File: src/rtl/phase_pair_if.sv
// Handshake/config/output bundle for the dual-channel square-wave generator.
// Ports: enable, cfg_load strobe with cfg_period/cfg_high/cfg_delay in; cfg_ok/cfg_err pulses,
//        sig_a/sig_b waves, period_tick and running out. master = stimulus side, slave = generator.
interface phase_pair_if #(
    parameter int CNT_W = 32
);
    logic             enable;
    logic             cfg_load;
    logic [CNT_W-1:0] cfg_period;
    logic [CNT_W-1:0] cfg_high;
    logic [CNT_W-1:0] cfg_delay;
    logic             cfg_ok;
    logic             cfg_err;
    logic             sig_a;
    logic             sig_b;
    logic             period_tick;
    logic             running;

    modport master (
        output enable, cfg_load, cfg_period, cfg_high, cfg_delay,
        input  cfg_ok, cfg_err, sig_a, sig_b, period_tick, running
    );

    modport slave (
        input  enable, cfg_load, cfg_period, cfg_high, cfg_delay,
        output cfg_ok, cfg_err, sig_a, sig_b, period_tick, running
    );
endinterface

File: src/rtl/phase_pair_gen.sv
// Dual square-wave generator: sig_a reference, sig_b lagging it by cfg_delay cycles.
// Latency: outputs registered, one cycle behind counter state; cfg_ok/cfg_err one cycle after cfg_load.
// Backpressure: none; a valid load is staged in pending regs and applied in IDLE or at a period wrap.
// Ports: clk, rst (sync, active-high), bus (phase_pair_if.slave) carrying enable/cfg in and waves out.
module phase_pair_gen #(
    parameter int CNT_W = 32
) (
    input  logic         clk,
    input  logic         rst,
    phase_pair_if.slave  bus
);
    typedef enum logic [1:0] {S_IDLE, S_ALIGN, S_RUN} state_t;

    state_t           state_q, state_d;
    logic [CNT_W-1:0] cnt_a_q, cnt_a_d;
    logic [CNT_W-1:0] cnt_b_q, cnt_b_d;
    logic [CNT_W-1:0] act_period_q, act_period_d;
    logic [CNT_W-1:0] act_high_q, act_high_d;
    logic [CNT_W-1:0] act_delay_q, act_delay_d;
    logic             act_valid_q, act_valid_d;
    logic [CNT_W-1:0] pend_period_q, pend_period_d;
    logic [CNT_W-1:0] pend_high_q, pend_high_d;
    logic [CNT_W-1:0] pend_delay_q, pend_delay_d;
    logic             pend_q, pend_d;
    logic             cfg_ok_q, cfg_ok_d;
    logic             cfg_err_q, cfg_err_d;
    logic             sig_a_q, sig_a_d;
    logic             sig_b_q, sig_b_d;
    logic             tick_q, tick_d;

    logic             cfg_good;
    logic [CNT_W-1:0] per_last;
    logic             wrap;
    logic             release_b;
    logic             running;
    logic             apply;

    always_comb begin
        cfg_good  = (bus.cfg_period >= CNT_W'(2)) &&
                    (bus.cfg_high != '0) &&
                    (bus.cfg_high < bus.cfg_period) &&
                    (bus.cfg_delay < bus.cfg_period);
        per_last  = act_period_q - CNT_W'(1);
        running   = (state_q != S_IDLE);
        wrap      = running && (cnt_a_q == per_last);
        // The cycle where cnt_a reaches the delay is the first cycle of cnt_b;
        // it already counts as "running" for sig_b so the lag is exactly act_delay.
        release_b = (state_q == S_ALIGN) && (cnt_a_q == act_delay_q);
    end

    always_comb begin
        state_d       = state_q;
        cnt_a_d       = cnt_a_q;
        cnt_b_d       = cnt_b_q;
        act_period_d  = act_period_q;
        act_high_d    = act_high_q;
        act_delay_d   = act_delay_q;
        act_valid_d   = act_valid_q;
        pend_period_d = pend_period_q;
        pend_high_d   = pend_high_q;
        pend_delay_d  = pend_delay_q;
        pend_d        = pend_q;
        cfg_ok_d      = 1'b0;
        cfg_err_d     = 1'b0;
        apply         = 1'b0;

        case (state_q)
            S_IDLE: begin
                cnt_a_d = '0;
                cnt_b_d = '0;
                if (pend_q) apply = 1'b1;
                if (bus.enable && act_valid_q) state_d = S_ALIGN;
            end
            S_ALIGN: begin
                cnt_a_d = wrap ? '0 : cnt_a_q + CNT_W'(1);
                cnt_b_d = release_b ? CNT_W'(1) : '0;
                if (!bus.enable && cnt_a_q == '0) begin
                    // Dropped before the alignment period really started: leave at once.
                    state_d = S_IDLE;
                    cnt_a_d = '0;
                    cnt_b_d = '0;
                end else if (wrap && !bus.enable) begin
                    state_d = S_IDLE;
                    cnt_a_d = '0;
                    cnt_b_d = '0;
                end else if (wrap && pend_q) begin
                    apply   = 1'b1;
                    state_d = S_ALIGN;
                    cnt_b_d = '0;
                end else if (release_b) begin
                    state_d = S_RUN;
                end
            end
            S_RUN: begin
                cnt_a_d = wrap ? '0 : cnt_a_q + CNT_W'(1);
                cnt_b_d = (cnt_b_q == per_last) ? '0 : cnt_b_q + CNT_W'(1);
                if (wrap && !bus.enable) begin
                    state_d = S_IDLE;
                    cnt_a_d = '0;
                    cnt_b_d = '0;
                end else if (wrap && pend_q) begin
                    apply   = 1'b1;
                    state_d = S_ALIGN;
                    cnt_b_d = '0;
                end
            end
            default: begin
                state_d = S_IDLE;
                cnt_a_d = '0;
                cnt_b_d = '0;
            end
        endcase

        if (apply) begin
            act_period_d = pend_period_q;
            act_high_d   = pend_high_q;
            act_delay_d  = pend_delay_q;
            act_valid_d  = 1'b1;
            pend_d       = 1'b0;
        end

        // A load on the apply cycle lands in pending after the old pending was consumed.
        if (bus.cfg_load) begin
            if (cfg_good) begin
                pend_period_d = bus.cfg_period;
                pend_high_d   = bus.cfg_high;
                pend_delay_d  = bus.cfg_delay;
                pend_d        = 1'b1;
                cfg_ok_d      = 1'b1;
            end else begin
                cfg_err_d     = 1'b1;
            end
        end

        sig_a_d = running && (cnt_a_q < act_high_q);
        sig_b_d = ((state_q == S_RUN) || release_b) && (cnt_b_q < act_high_q);
        tick_d  = wrap;
    end

    always_ff @(posedge clk) begin
        if (rst) begin
            state_q       <= S_IDLE;
            cnt_a_q       <= '0;
            cnt_b_q       <= '0;
            act_period_q  <= '0;
            act_high_q    <= '0;
            act_delay_q   <= '0;
            act_valid_q   <= 1'b0;
            pend_period_q <= '0;
            pend_high_q   <= '0;
            pend_delay_q  <= '0;
            pend_q        <= 1'b0;
            cfg_ok_q      <= 1'b0;
            cfg_err_q     <= 1'b0;
            sig_a_q       <= 1'b0;
            sig_b_q       <= 1'b0;
            tick_q        <= 1'b0;
        end else begin
            state_q       <= state_d;
            cnt_a_q       <= cnt_a_d;
            cnt_b_q       <= cnt_b_d;
            act_period_q  <= act_period_d;
            act_high_q    <= act_high_d;
            act_delay_q   <= act_delay_d;
            act_valid_q   <= act_valid_d;
            pend_period_q <= pend_period_d;
            pend_high_q   <= pend_high_d;
            pend_delay_q  <= pend_delay_d;
            pend_q        <= pend_d;
            cfg_ok_q      <= cfg_ok_d;
            cfg_err_q     <= cfg_err_d;
            sig_a_q       <= sig_a_d;
            sig_b_q       <= sig_b_d;
            tick_q        <= tick_d;
        end
    end

    assign bus.cfg_ok      = cfg_ok_q;
    assign bus.cfg_err     = cfg_err_q;
    assign bus.sig_a       = sig_a_q;
    assign bus.sig_b       = sig_b_q;
    assign bus.period_tick = tick_q;
    assign bus.running     = running;
endmodule

File: src/flat_wrapper.sv
// flat-port wrapper written by rule: the top's interface ports become plain ports
module phase_pair_gen_flat 
#(
    parameter int CNT_W = 32
)
  (clk, rst, bus_enable, bus_cfg_load, bus_cfg_period, bus_cfg_high, bus_cfg_delay, bus_cfg_ok, bus_cfg_err, bus_sig_a, bus_sig_b, bus_period_tick, bus_running);
  phase_pair_if #(.CNT_W(CNT_W)) bus_i ();
  input  logic clk;
  input  logic rst;
  input wire logic [$bits(bus_i.enable)-1:0] bus_enable;
  input wire logic [$bits(bus_i.cfg_load)-1:0] bus_cfg_load;
  input wire logic [$bits(bus_i.cfg_period)-1:0] bus_cfg_period;
  input wire logic [$bits(bus_i.cfg_high)-1:0] bus_cfg_high;
  input wire logic [$bits(bus_i.cfg_delay)-1:0] bus_cfg_delay;
  output wire logic [$bits(bus_i.cfg_ok)-1:0] bus_cfg_ok;
  output wire logic [$bits(bus_i.cfg_err)-1:0] bus_cfg_err;
  output wire logic [$bits(bus_i.sig_a)-1:0] bus_sig_a;
  output wire logic [$bits(bus_i.sig_b)-1:0] bus_sig_b;
  output wire logic [$bits(bus_i.period_tick)-1:0] bus_period_tick;
  output wire logic [$bits(bus_i.running)-1:0] bus_running;
  assign bus_i.enable = bus_enable;
  assign bus_i.cfg_load = bus_cfg_load;
  assign bus_i.cfg_period = bus_cfg_period;
  assign bus_i.cfg_high = bus_cfg_high;
  assign bus_i.cfg_delay = bus_cfg_delay;
  assign bus_cfg_ok = bus_i.cfg_ok;
  assign bus_cfg_err = bus_i.cfg_err;
  assign bus_sig_a = bus_i.sig_a;
  assign bus_sig_b = bus_i.sig_b;
  assign bus_period_tick = bus_i.period_tick;
  assign bus_running = bus_i.running;
  phase_pair_gen #(.CNT_W(CNT_W)) u_core (.clk(clk), .rst(rst), .bus(bus_i));
endmodule
File: config.mk
export PLATFORM = sky130hd
export DESIGN_NAME = phase_pair_gen_flat
export DESIGN_NICKNAME = d
export VERILOG_FILES = /design/src/rtl/phase_pair_if.sv /design/src/rtl/phase_pair_gen.sv /design/src/flat_wrapper.sv
export SDC_FILE = /design/constraint.sdc
export NUM_CORES = 1
export LEC_CHECK = 0
export ABC_AREA = 1
export CAP_MARGIN = 20
export CORE_UTILIZATION = 45
export CTS_BUF_LIST = sky130_fd_sc_hd__clkbuf_4
export CTS_CLUSTER_DIAMETER = 120
export CTS_CLUSTER_SIZE = 28
export DETAILED_ROUTE_END_ITERATION = 8
export HOLD_SLACK_MARGIN = 0.15
export MAX_ROUTING_LAYER = met4
export SYNTH_ARGS = -nofsm -noshare
export SYNTH_HDL_FRONTEND = slang
export SYNTH_SLANG_ARGS = --single-unit
File: constraint.sdc
create_clock -name clk -period 4.75 [get_ports clk]
set_clock_uncertainty 0.15 [all_clocks]
set_input_delay 0.7125 -clock clk [delete_from_list [all_inputs] [get_ports clk]]
set_output_delay 0.7125 -clock clk [all_outputs]
set_load 0.05 [all_outputs]
* After elaboration in Yosys (flattened, before gate mapping)
Index checks and enable logic that the tools add are counted. Widths: inputs -> output; s select.
Storage, ports and cells: bits in registers 265, input bits 100, output and inout bits 6, word-level logic and storage cells 83
Operators by class: reduce and logical (&&, ||, !) cells 20, multiplexer cells 30, bitwise gates (word level) 1, equality and inequality tests 8, magnitude comparators 5, add/sub/neg operators 3
Operator list (count):
- $mux 32 | 9
- $lt 32x32->1 | 4
- $pmux 32 s2 | 2
- $eq 32x32->1 | 3
- $add 32x1->32 const B | 2
- $ge 32x2->1 const B | 1
- $logic_not 32->1 | 1
- $reduce_bool 32->1 | 1
- $sub 32x1->32 const B | 1
- $mux 2 | 7
- $logic_and 1x1->1 | 11
- $mux 1 | 10
- $pmux 2 s3 | 1
- $ne 5x4->1 const B | 1
- $ne 3x1->1 const B | 1
- $pmux 1 s3 | 1
- $reduce_and 3->1 | 1
- $eq 2x1->1 const B | 1
- $eq 2x2->1 const B | 1
- $logic_not 2->1 | 1
- $ne 2x1->1 const B | 1
- $reduce_and 2->1 | 1
- $reduce_bool 2->1 | 1
- $reduce_or 2->1 | 1
- 3 further kinds | 3

* Longest topological paths before layout
Gate-level depths: netlist of the first run.
depth after elaboration 11, gate-level depth with buffers 22, mapped depth without buffers 21

* Worst setup path before layout of the first run
OpenSTA, ideal clock, no wires.
kind input-to-reg, start input bus_cfg_period[29], end register u_core.pend_delay_q[4], data required time 4472 ps, cell stages on the path 13, arrival 2585 ps, buffers on the path 2, slack 1886 ps, library setup time 128 ps, cells stage by stage inv_1 > ha_1 > a21oi_1 > nand3b_1 > o2111ai_1 > o21ba_2 > nand3b_1 > a211oi_1 > nand4_1 > clkbuf_1 > clkbuf_1 > o21ai_0 > a21oi_1
Between the ends: word-level cells in the longest chain between the ends 5, elaborated cells between the ends (all ways) 7, those cells by class order compare (3); reduce/logical (4)
RTL lines:
- start: declaration | line flat_wrapper.sv:12 | input wire logic [$bits(bus_i.cfg_period)-1:0] bus_cfg_period;
- $ge 32x2->1 | line phase_pair_gen.sv:39 | cfg_good = (bus.cfg_period >= CNT_W'(2)) &&
- $logic_and 1x1->1 | line phase_pair_gen.sv:39
- $logic_and 1x1->1 | line phase_pair_gen.sv:40 | (bus.cfg_high != '0) &&
- $logic_and 1x1->1 (*) | line phase_pair_gen.sv:41 | (bus.cfg_high < bus.cfg_period) &&
- $reduce_and 2->1 (no line) (*)
- end signal: assignment | line phase_pair_gen.sv:168 | pend_delay_q <= pend_delay_d;
- end: declaration | line phase_pair_gen.sv:23 | logic [CNT_W-1:0] pend_delay_q, pend_delay_d;
Every way passes the cells marked *; elsewhere a longest branch is shown, timed or not. A chain may end at the register's enable or synchronous reset.

* Final worst setup path of the first run
start register u_core.act_period_q[0], end register u_core.act_high_q[3]
Between the ends: word-level cells in the longest chain between the ends 8, elaborated cells between the ends (all ways) 9, those cells by class add/sub (1); eq/ne (1); mux (4); reduce/logical (3)
RTL lines:
- start: declaration | line phase_pair_gen.sv:17 | logic [CNT_W-1:0] act_period_q, act_period_d;
- start signal: assignment | line phase_pair_gen.sv:162 | act_period_q <= act_period_d;
- $sub 32x1->32 (*) | line phase_pair_gen.sv:43 | per_last = act_period_q - CNT_W'(1);
- $eq 32x32->1 (*) | line phase_pair_gen.sv:45 | wrap = running && (cnt_a_q == per_last);
- $logic_and 1x1->1 (*) | line phase_pair_gen.sv:45
- $logic_and 1x1->1 | line phase_pair_gen.sv:86, phase_pair_gen.sv:101
- $mux 1 | line phase_pair_gen.sv:86, phase_pair_gen.sv:101
- $mux 1 (*) | line phase_pair_gen.sv:97 | if (wrap && !bus.enable) begin
- $mux 1 | line phase_pair_gen.sv:77 | if (!bus.enable && cnt_a_q == '0) begin
- $pmux 1 s3 (*) | line phase_pair_gen.sv:67 | case (state_q)
- end signal: assignment | line phase_pair_gen.sv:163 | act_high_q <= act_high_d;
- end: declaration | line phase_pair_gen.sv:18 | logic [CNT_W-1:0] act_high_q, act_high_d;
Marks and branches as above.

==> results of run 1 <==
==> Yosys cell counts, types with 10 or more instances <==
master,number
buf_6,12
inv_1,289
clkbuf_1,57
xnor2_1,15
nor3b_1,10
nand3_1,183
o211ai_1,10
a21oi_1,276
buf_1,13
o21ai_0,134
nand2_1,389
xor2_1,63
dfxtp_1,265
nor3_1,37
nor4_1,26
nor2_1,286
ha_1,132
nand4_1,49
==> worst max-delay path by stage <==
stage	start	end
5_1_grt	u_core.act_period_q[0]$_SDFFE_PP0P_	u_core.act_high_q[2]$_SDFFE_PP0P_
6_report	u_core.act_period_q[0]$_SDFFE_PP0P_	u_core.act_high_q[3]$_SDFFE_PP0P_
2_1_floorplan	bus_cfg_period[29]	u_core.pend_delay_q[4]$_SDFFE_PP0P_
3_5_place_dp	u_core.act_period_q[0]$_SDFFE_PP0P_	u_core.act_high_q[11]$_SDFFE_PP0P_
4_1_cts	u_core.act_period_q[0]$_SDFFE_PP0P_	u_core.act_high_q[11]$_SDFFE_PP0P_
3_3_place_gp	u_core.act_period_q[0]$_SDFFE_PP0P_	u_core.act_period_q[24]$_SDFFE_PP0P_
==> routing by layer <==
metal	global-route usage	part of all wire	wire [microns]
met4	0.09127	0.034	1693
met3	0.02375	0.044	2208
met2	0.4045	0.41	20690
met1	0.4136	0.51	25750
met5	-	0	0
==> critical path, delay by kind of cell, from the launching register on <==
kind	cells	cell delay, ns
simple gates	12	1.82
buf+inv	3	0.67
flops	1	0.42
fa+ha+maj	1	0.32
xor+xnor	1	0.23
compound gates	2	0.29
==> cells by family after synthesis <==
logic type,synth area share
flip-flops,0.3280
buffers and inverters,0.09763
AO/OA/AOI/OAI,0.1515
XOR/XNOR,0.04503
AND/OR/NAND/NOR,0.2757
adder cells (fa/ha/maj),0.1021
==> metrics by stage <==
stage / cell area, sq um / total power [mW] / util / setup WS (ns)
floorplan: 16170 / 5.087 / - / 1.886
global placement: 17520 / 6.091 / 0.4938 / 0.6470
detailed placement: 17520 / 6.141 / 0.4938 / 0.6438
CTS: 17680 / 7.063 / 0.4984 / 0.6129
global route: 17710 / 7.586 / 0.4990 / 0.4040
finish: 17710 / 7.037 / 0.4990 / 0.7135
==> power by group through the flow <==
stage | logic, mW | clock network [mW] | registers, mW
3_3_place_gp | 3.41 | 0 | 2.68
6_report | 3.48 | 0.907 | 2.65
2_1_floorplan | 2.44 | 0 | 2.65
5_1_grt | 3.89 | 1.02 | 2.68
3_5_place_dp | 3.45 | 0 | 2.69
4_1_cts | 3.46 | 0.955 | 2.65
==> placed cells by master, fill, tap and decap left out, types with 3 or more instances in the layout <==
cell             Yosys  layout
o21ai_0            134     134
or2_2                5       5
a211oi_1             8       8
nand4_1             49      49
o211ai_1            10      10
o31ai_1              3       3
o21bai_1             5       5
inv_2                3       3
xnor2_1             15      15
xor2_1              63      63
buf_12               0       6
a31oi_1              3       3
nand3b_1             6       6
clkbuf_4             0      15
nor3_1              37      37
buf_4                7      11
ha_1               132     132
nand2_2              5       5
o21ai_1              4       4
clkdlybuf4s50_1      0     105
nor2_1             286     286
a21oi_1            276     276
dfxtp_1            265     265
o22ai_1              5       5
nor3b_1             10      10
nor2_2               8       8
and3_1               3       3
nand2_1            389     389
nand3_1            183     183
nor4_1              26      26
inv_1              289     289
==> final cells by class <==
class | instances | share of cell area
Sequential cell | 265 | 0.2996
Timing Repair Buffer | 122 | 0.07080
Antenna cell | 1 | 0.0001413
Multi-Input combinational cell | 1690 | 0.5250
Tap cell | 461 | 0.03257
Clock buffer | 15 | 0.006360
Clock inverter | 4 | 0.002756
Inverter | 294 | 0.06275
==> registers in the layout, summed over array words and instances, names as in the netlist <==
register / cells
u_core.bus.sig_a: 1
u_core.bus.cfg_ok: 1
u_core.pend_delay_q: 32
u_core.pend_q: 1
u_core.pend_period_q: 32
u_core.cnt_b_q: 32
u_core.state_q: 2
u_core.cnt_a_q: 32
u_core.act_delay_q: 32
u_core.act_period_q: 32
u_core.bus.sig_b: 1
u_core.act_valid_q: 1
u_core.act_high_q: 32
u_core.bus.cfg_err: 1
u_core.bus.period_tick: 1
u_core.pend_high_q: 32
==> impl_metrics.ini, run 1 <==
[outcome]
outcome = complete, no violations

[cts]
cts.repair.resized = 0
cts_hold_buf = 0
clkSinkCount = 265
cts_root_buffer = clkbuf_4
cts_buffers = 14
cts_tree = yes
clkTransAtPathRegs_ns = 0.26
post_cts_buffers = 0
clk_latency_ns = 0.73
cts_buffer_depth = 3
htreeDepth = 1

[power]
clock_power_share = 0.129
leakage_nw = 7.393
cellPowerDensity_nw_per_um2 = 397.4
switching_share = 0.4636
power_frac_comb = 0.495
p_int_mw = 3.775
power_frac_seq = 0.376
switching_power_mw = 3.262
vdd_ir_drop_max_v = 0.0002476

[synthesis]
synthDominantCellAreaShare = 0.3280
synthArstFlopShare = 0
synth_top_area_cell = dfxtp_1
synth_warnings = 0
syn_nets = 2575
synthTopCellsByArea = dfxtp_1, ha_1, nand2_1
syn_inst = 2343
synth-edff-count = 0
yosysSeqAreaShare = 0.3280
ys_types = 50
synth.avg_cell_area_sq_um = 6.903
synth_area_sq_um = 16170
synth_seq_cells = 265
yosys_most_used_dff = dfxtp_1

[route]
vias = 15040
drc = 0
drtAntennaViolNets = 0
avgRoutedWirePerCell_microns = 17.65
drt_iter0_drc = 1091
viasPerCell = 5.275
drt_wl_total_microns = 50340
dr.pass1.iters = 5

[place]
port_buffers = 105
post-place-cells = 2831
dp_hpwl_microns = 40350
gp_congestion = 0.9865

[critical_path]
timing.rr.end = u_core.act_high_q[3]$_SDFFE_PP0P_
worst_ep_arrival_time_ns = 4.54
cp.required_ns = 5.26
cp_slowest_stage_delay_ns = 0.42
slowest_stage = dfxtp_1
crit_top_cell = nand2_1
cp_cell_sequence = inv_2 -> ha_1 -> nand2_2 -> nor2_8 -> nand2_2 -> o21ai_0 -> nand2_1 -> xor2_1 -> nand2_1 -> nor2_2 -> nand3_4 -> nor2_2 -> nand3_1 -> o21ai_4 -> buf_12 -> buf_12 -> nand3_1 -> nand2_1 -> nor2_1
crit_type = reg2reg
reg2reg_slack_ns = 0.71
end_kind = register
r2r_start = u_core.act_period_q[0]$_SDFFE_PP0P_
crit_path_start_kind = register
crit_fanout = 76
ff2ff_path_depth = 19

[global_routing]
antenna_found_initial = 1
track_usage = 0.2821
grt_pass1_vias = 13640
grt_max_degree = 197
gr-total-overflow = 0
grt_pass1_wl_microns = 77630

[sta]
final.setup.tns_ns = 0
finalHoldViolations = 0
setup_viol = 0
period_share = 0.8498
maxSlewHeadroom = 0.4119
rsz0062_at_grt = no
fmax_ghz = 0.2477
tightestPinTransition_ns = 0.8821
slew_violations = 0
period_needed_ns = 4.037
holdWs_ns = 0.3236

[floorplanning]
die_area_sq_um = 36700
io_pins = 106
start_util = 0.4558
core_sq_um = 35480
fp-row-count = 69
die_y_microns = 191.6
die_w_microns = 191.6

[layout]
regArea_sq_um = 5305
nets = 2619
drive_gt1_frac = 0.02803
fillers = 3689
multi_input_area_sq_um = 9296
finalNonFillerCells = 2852
syn_to_final_growth_pct = 9.485

[worst_hold_path]
min_path_type = reg2reg
min_from = u_core.pend_high_q[17]$_SDFFE_PP0P_
hold_depth = 2
min_to = u_core.pend_high_q[17]$_SDFFE_PP0P_

[run]
cap_violations = 0
No activity file was read; power rests on OpenSTA's default activity.
==> inputs of run 2 (changes only) <==
clock period = 4.1 ns   (was 4.75 ns; I/O delays follow)
==> run 2 against run 1 <==
  * Clock power increased by 6.6%
  * Final cell count increased by 0.28%
  * First-iteration DRC count about the same
  * Critical path depth unchanged
  * Critical path type unchanged
  * Power rose by 15%
  * Non-clock buffer count increased by 9
  * Register-to-register slack got worse by 0.19 ns
  * Global-route usage up 0.26 points
  * Core utilization increased by 0.20 points
==> impl_metrics.ini, run 2 (synthesized netlist as in run 1, its figures left out) <==
[layout]
nets = 2627
drive_gt1_frac = 0.03047
layout_common_cells = nand2_1, inv_1, nor2_1
syn_to_final_growth_pct = 9.918
fillers = 3687
multi_input_area_sq_um = 9296
regArea_sq_um = 5305
final_common_cell = nand2_1

[place]
dp_hpwl_microns = 41240
port_buffers = 105
gp_congestion = 1.040

[power]
leakage_nw = 7.433
vdd_ir_drop_max_v = 0.0002313
cellPowerDensity_nw_per_um2 = 456.8
power_mw = 8.121

[route]
drc = 0
avgRoutedWirePerCell_microns = 17.87
drtAntennaViolNets = 0
drt_iter0_drc = 1090
dr.pass1.iters = 5
drt_wl_total_microns = 51110
vias = 15130
viasPerCell = 5.288

[sta]
tightestPinTransition_ns = 0.8529
setup_viol = 0
final.setup.tns_ns = 0
rsz0062_at_grt = no
finalHoldViolations = 0
period_share = 0.8732
period_needed_ns = 3.580
maxSlewHeadroom = 0.4314
fmax_ghz = 0.2793
slew_violations = 0

[floorplanning]
die_w_microns = 191.6
core_sq_um = 35480
start_util = 0.4558
fp-row-count = 69
die_y_microns = 191.6
die_area_sq_um = 36700
io_pins = 106

[critical_path]
cp_cell_sequence = nor2_2 -> nand2_1 -> nor2_4 -> nand2_2 -> nand2_1 -> nand2_1 -> nand2_1 -> nand2_1 -> nor2_1 -> nand3_1 -> nor2_2 -> nand3_4 -> nor2_2 -> nand3_1 -> o21ai_4 -> buf_12 -> buf_12 -> a21oi_1 -> nor2_1
cp.required_ns = 4.64
end_kind = register
r2r_start = u_core.act_period_q[7]$_SDFFE_PP0P_
crit_path_start_kind = register
timing.rr.end = u_core.act_delay_q[2]$_SDFFE_PP0P_
crit_top_cell = nand2_1
cp_num_buf_inv = 2
reg2reg_slack_ns = 0.52
ff2ff_path_depth = 19
cp_slowest_stage_delay_ns = 0.43
crit_type = reg2reg
slowest_stage = dfxtp_1
crit_family = simple AND/OR/NAND/NOR gates
crit_fanout = 37
worst_ep_arrival_time_ns = 4.12

[cts]
cts_buffer_depth = 3
cts_tree = yes
htreeDepth = 1
cts_root_buffer = clkbuf_4
cts.repair.resized = 0
cts_hold_buf = 0
post_cts_buffers = 0
cts_buffers = 13
clkTransAtPathRegs_ns = 0.27
clk_latency_ns = 0.74
clkSinkCount = 265

[global_routing]
grt_pass1_wl_microns = 78260
gr-total-overflow = 0
track_usage = 0.2846
grt_pass1_vias = 13770
grt_max_degree = 197
antenna_found_initial = 2

[worst_hold_path]
min_path_type = reg2reg
min_from = u_core.pend_high_q[27]$_SDFFE_PP0P_
hold_depth = 2
min_to = u_core.pend_high_q[27]$_SDFFE_PP0P_

[outcome]
outcome = complete, no violations

[run]
cap_violations = 0
## run 2: cell types whose count changed in the layout (fill, tap and decap cells not counted)
cell	delta
clkinvlp_4	-1
inv_6	-1
inv_8	+1
diode_2	+2
buf_4	+6
clkbuf_4	-2
buf_12	+3
inv_12	-2
clkinv_4	+1
inv_2	+1
## run 2: worst register-to-register path: stages (launching register included)
cell,delay [ns]
dfxtp_1,0.43
nor2_2,0.25
nand2_1,0.15
nor2_4,0.19
nand2_2,0.13
nand2_1,0.18
nand2_1,0.10
nand2_1,0.07
nand2_1,0.08
nor2_1,0.22
nand3_1,0.13
nor2_2,0.21
nand3_4,0.12
nor2_2,0.13
nand3_1,0.13
o21ai_4,0.23
buf_12,0.27
buf_12,0.18
a21oi_1,0.06
nor2_1,0.13
## run 2: report_power, final
| group | internal [mW] | leakage, nW | switching, mW | total, mW |
|---|---|---|---|---|
| Clock | 0.162 | 0.0742 | 0.805 | 0.967 |
| Sequential | 2.86 | 2.16 | 0.210 | 3.07 |
| Combinational | 1.35 | 5.20 | 2.73 | 4.08 |
## run 2: final cells by class
cell class	count	area share
Clock inverter	3	0.001337
Sequential cell	265	0.2984
Clock buffer	13	0.005490
Antenna cell	3	0.0004223
Multi-Input combinational cell	1690	0.5229
Timing Repair Buffer	131	0.07644
Tap cell	461	0.03245
Inverter	294	0.06250
## run 2: through the flow
| stage | cells | setup WS [ns] | hold slack [ns] | util | instance area (sq um) |
|---|---|---|---|---|---|
| after detailed placement | 2841 | 0.2461 | 0.3021 | 0.4974 | 17650 |
| final | 2860 | 0.5197 | 0.3286 | 0.5010 | 17780 |
| after global routing | 2860 | 0.2612 | 0.2894 | 0.5010 | 17780 |
| after floorplan | 2343 | 1.276 | 0.2747 | - | 16170 |
| after global placement | 2841 | 0.2815 | 0.2946 | 0.4974 | 17650 |
| after CTS | 2857 | 0.5261 | 0.3121 | 0.5008 | 17770 |
## run 2: worst max-delay path by stage
stage | start | endpoint | cells past startpoint | slack (ns)
floorplan | u_core.act_period_q[0]$_SDFFE_PP0P_ | u_core.act_delay_q[31]$_SDFFE_PP0P_ | 19 | 1.28
global placement | bus_cfg_high[0] | u_core.pend_delay_q[3]$_SDFFE_PP0P_ | 11 | 0.28
detailed placement | bus_cfg_high[0] | u_core.pend_high_q[6]$_SDFFE_PP0P_ | 11 | 0.25
CTS | u_core.act_period_q[7]$_SDFFE_PP0P_ | u_core.act_delay_q[2]$_SDFFE_PP0P_ | 19 | 0.53
global route | u_core.act_period_q[1]$_SDFFE_PP0P_ | u_core.act_high_q[0]$_SDFFE_PP0P_ | 19 | 0.26
finish | u_core.act_period_q[7]$_SDFFE_PP0P_ | u_core.act_delay_q[2]$_SDFFE_PP0P_ | 19 | 0.52
## run 2: per-layer routing
metal | track usage | up-vias | share of wire
met5 | - | - | 0
met4 | 0.1062 | 0 | 0.037
met3 | 0.02558 | 57 | 0.042
met2 | 0.3970 | 336 | 0.40
met1 | 0.4201 | 6870 | 0.52
li1 | - | 7862 | -
==> inputs of run 3 (changes only) <==
PLACE_DENSITY = 0.63   (was default)
==> run 3 against run 2 <==
  * Power is 0.26% higher
  * Final cell count is 0.17% lower
  * Design area is 0.22% lower
  * Core utilization fell by 0.11 points
  * Sequential power barely moved
  * Routed wire length down 4.0%
  * Hold slack worse by 0.035 ns
  * Die area is the same
  * Setup slack worse by 0.14 ns
  * Non-clock buffer count decreased by 7
  * Global-route usage decreased by 0.84 points
==> impl_metrics.ini, run 3 (synthesized netlist as in run 1, its figures left out) <==
[outcome]
outcome = complete, no violations

[route]
route.met3.wl_microns = 2229
met2_length_microns = 20210
dr.pass1.iters = 5
drt_wl_total_microns = 49070
wl_met1_microns = 24940
avgRoutedWirePerCell_microns = 17.19
highest_layer = met4
viasPerCell = 5.314
drtAntennaViolNets = 0
drt_iter0_drc = 1028
drc = 0
vias = 15170

[critical_path]
cp_cell_sequence = inv_2 -> ha_1 -> nand2_2 -> nor2_8 -> nand2_1 -> nand2_1 -> nand3_1 -> nand2_1 -> nand2_1 -> nor2_1 -> nand2_1 -> nor2_4 -> nand3_4 -> nor2_2 -> nand3_1 -> o21ai_4 -> buf_12 -> nand3_1 -> nand2_1 -> nor2_1
cp_slowest_stage_delay_ns = 0.38
crit_type = reg2reg
end_kind = register
cp.required_ns = 4.56
crit_path_start_kind = register
crit_fanout = 64
crit_top_cell = nand2_1
worst_ep_arrival_time_ns = 4.19
slowest_stage = dfxtp_1

[cts]
cts_tree = yes
post_cts_buffers = 0
cts_buffers = 14
cts_buffer_depth = 3
cts_hold_buf = 0
clk_latency_ns = 0.74
clkTransAtPathRegs_ns = 0.29
cts_root_buffer = clkbuf_4
htreeDepth = 1
cts.repair.resized = 0
clkSinkCount = 265

[layout]
nets = 2621
final_common_cell = nand2_1
fillers = 3680
regArea_sq_um = 5305
drive_gt1_frac = 0.02843
multi_input_area_sq_um = 9296
layout_common_cells = nand2_1, inv_1, nor2_1
syn_to_final_growth_pct = 9.678

[sta]
period_share = 0.9085
tightestPinTransition_ns = 0.8366
setup_viol = 0
final.setup.tns_ns = 0
finalHoldViolations = 0
holdWs_ns = 0.2939
maxSlewHeadroom = 0.4423
setup_ws_ns = 0.3752
period_needed_ns = 3.725
slew_violations = 0
fmax_ghz = 0.2685
rsz0062_at_grt = no

[floorplanning]
die_y_microns = 191.6
start_util = 0.4558
core_sq_um = 35480
fp-row-count = 69
die_area_sq_um = 36700
io_pins = 106
die_w_microns = 191.6

[power]
vdd_ir_drop_max_v = 0.0001948
cellPowerDensity_nw_per_um2 = 459.0
leakage_nw = 7.412

[global_routing]
grt_max_degree = 196
grt_pass1_vias = 14100
antenna_found_initial = 2
gr-total-overflow = 0
grt_pass1_wl_microns = 77170
track_usage = 0.2762

[place]
dpl_worst_slack_ns = 0.2213
dp_hpwl_microns = 39310
gp_congestion = 0.9964
port_buffers = 105

[worst_hold_path]
min_path_type = in2reg

[run]
cap_violations = 0
## run 3: worst max-delay path, delay by kind of cell (launching register included)
| kind | cells | cell delay, ns |
|---|---|---|
| compound gates | 1 | 0.22 |
| fa+ha+maj | 1 | 0.31 |
| buf+inv | 2 | 0.41 |
| flops | 1 | 0.38 |
| simple gates | 16 | 2.09 |
## run 3: cell type report
cell class,count,area share
clock inverters,4,0.002963
clock buffers,15,0.006348
inverters,294,0.06250
well taps,461,0.03252
repair buffers,124,0.07223
flip-flops and latches,265,0.2991
multi-input cells,1690,0.5241
diodes,2,0.0002821
## run 3: per-stage QoR
step	cells	cell area, sq um	total power, mW	utilization
6_report	2855	17740	8.143	0.4999
5_1_grt	2855	17740	8.763	0.4999
4_1_cts	2853	17730	8.151	0.4998
3_5_place_dp	2834	17570	7.095	0.4951
3_3_place_gp	2834	17570	7.037	0.4951
2_1_floorplan	2343	16170	5.894	-
## run 3: power breakdown
group          switching [mW]  internal [mW]
Sequential              0.208           2.86
Combinational            2.70           1.32
Clock                   0.848          0.204
## run 3: final timing paths
check                                                    startpoint  slack [ns]  cells after the start                                  end
worst max register to register  u_core.act_period_q[0]$_SDFFE_PP0P_        0.38                     20   u_core.act_high_q[18]$_SDFFE_PP0P_
worst min-delay path                                   bus_cfg_load        0.29                      3        u_core.bus.cfg_err$_SDFF_PP0_
worst max-delay path            u_core.act_period_q[0]$_SDFFE_PP0P_        0.38                     20   u_core.act_high_q[18]$_SDFFE_PP0P_
worst min register to register  u_core.pend_high_q[16]$_SDFFE_PP0P_        0.33                      2  u_core.pend_high_q[16]$_SDFFE_PP0P_
## run 3: per-layer routing
layer  vias to the layer above  global-route usage
met3                        69             0.01937
li1                       7831                   -
met1                      6897              0.4014
met5                         -                   -
met2                       375              0.4011
met4                         0             0.09463
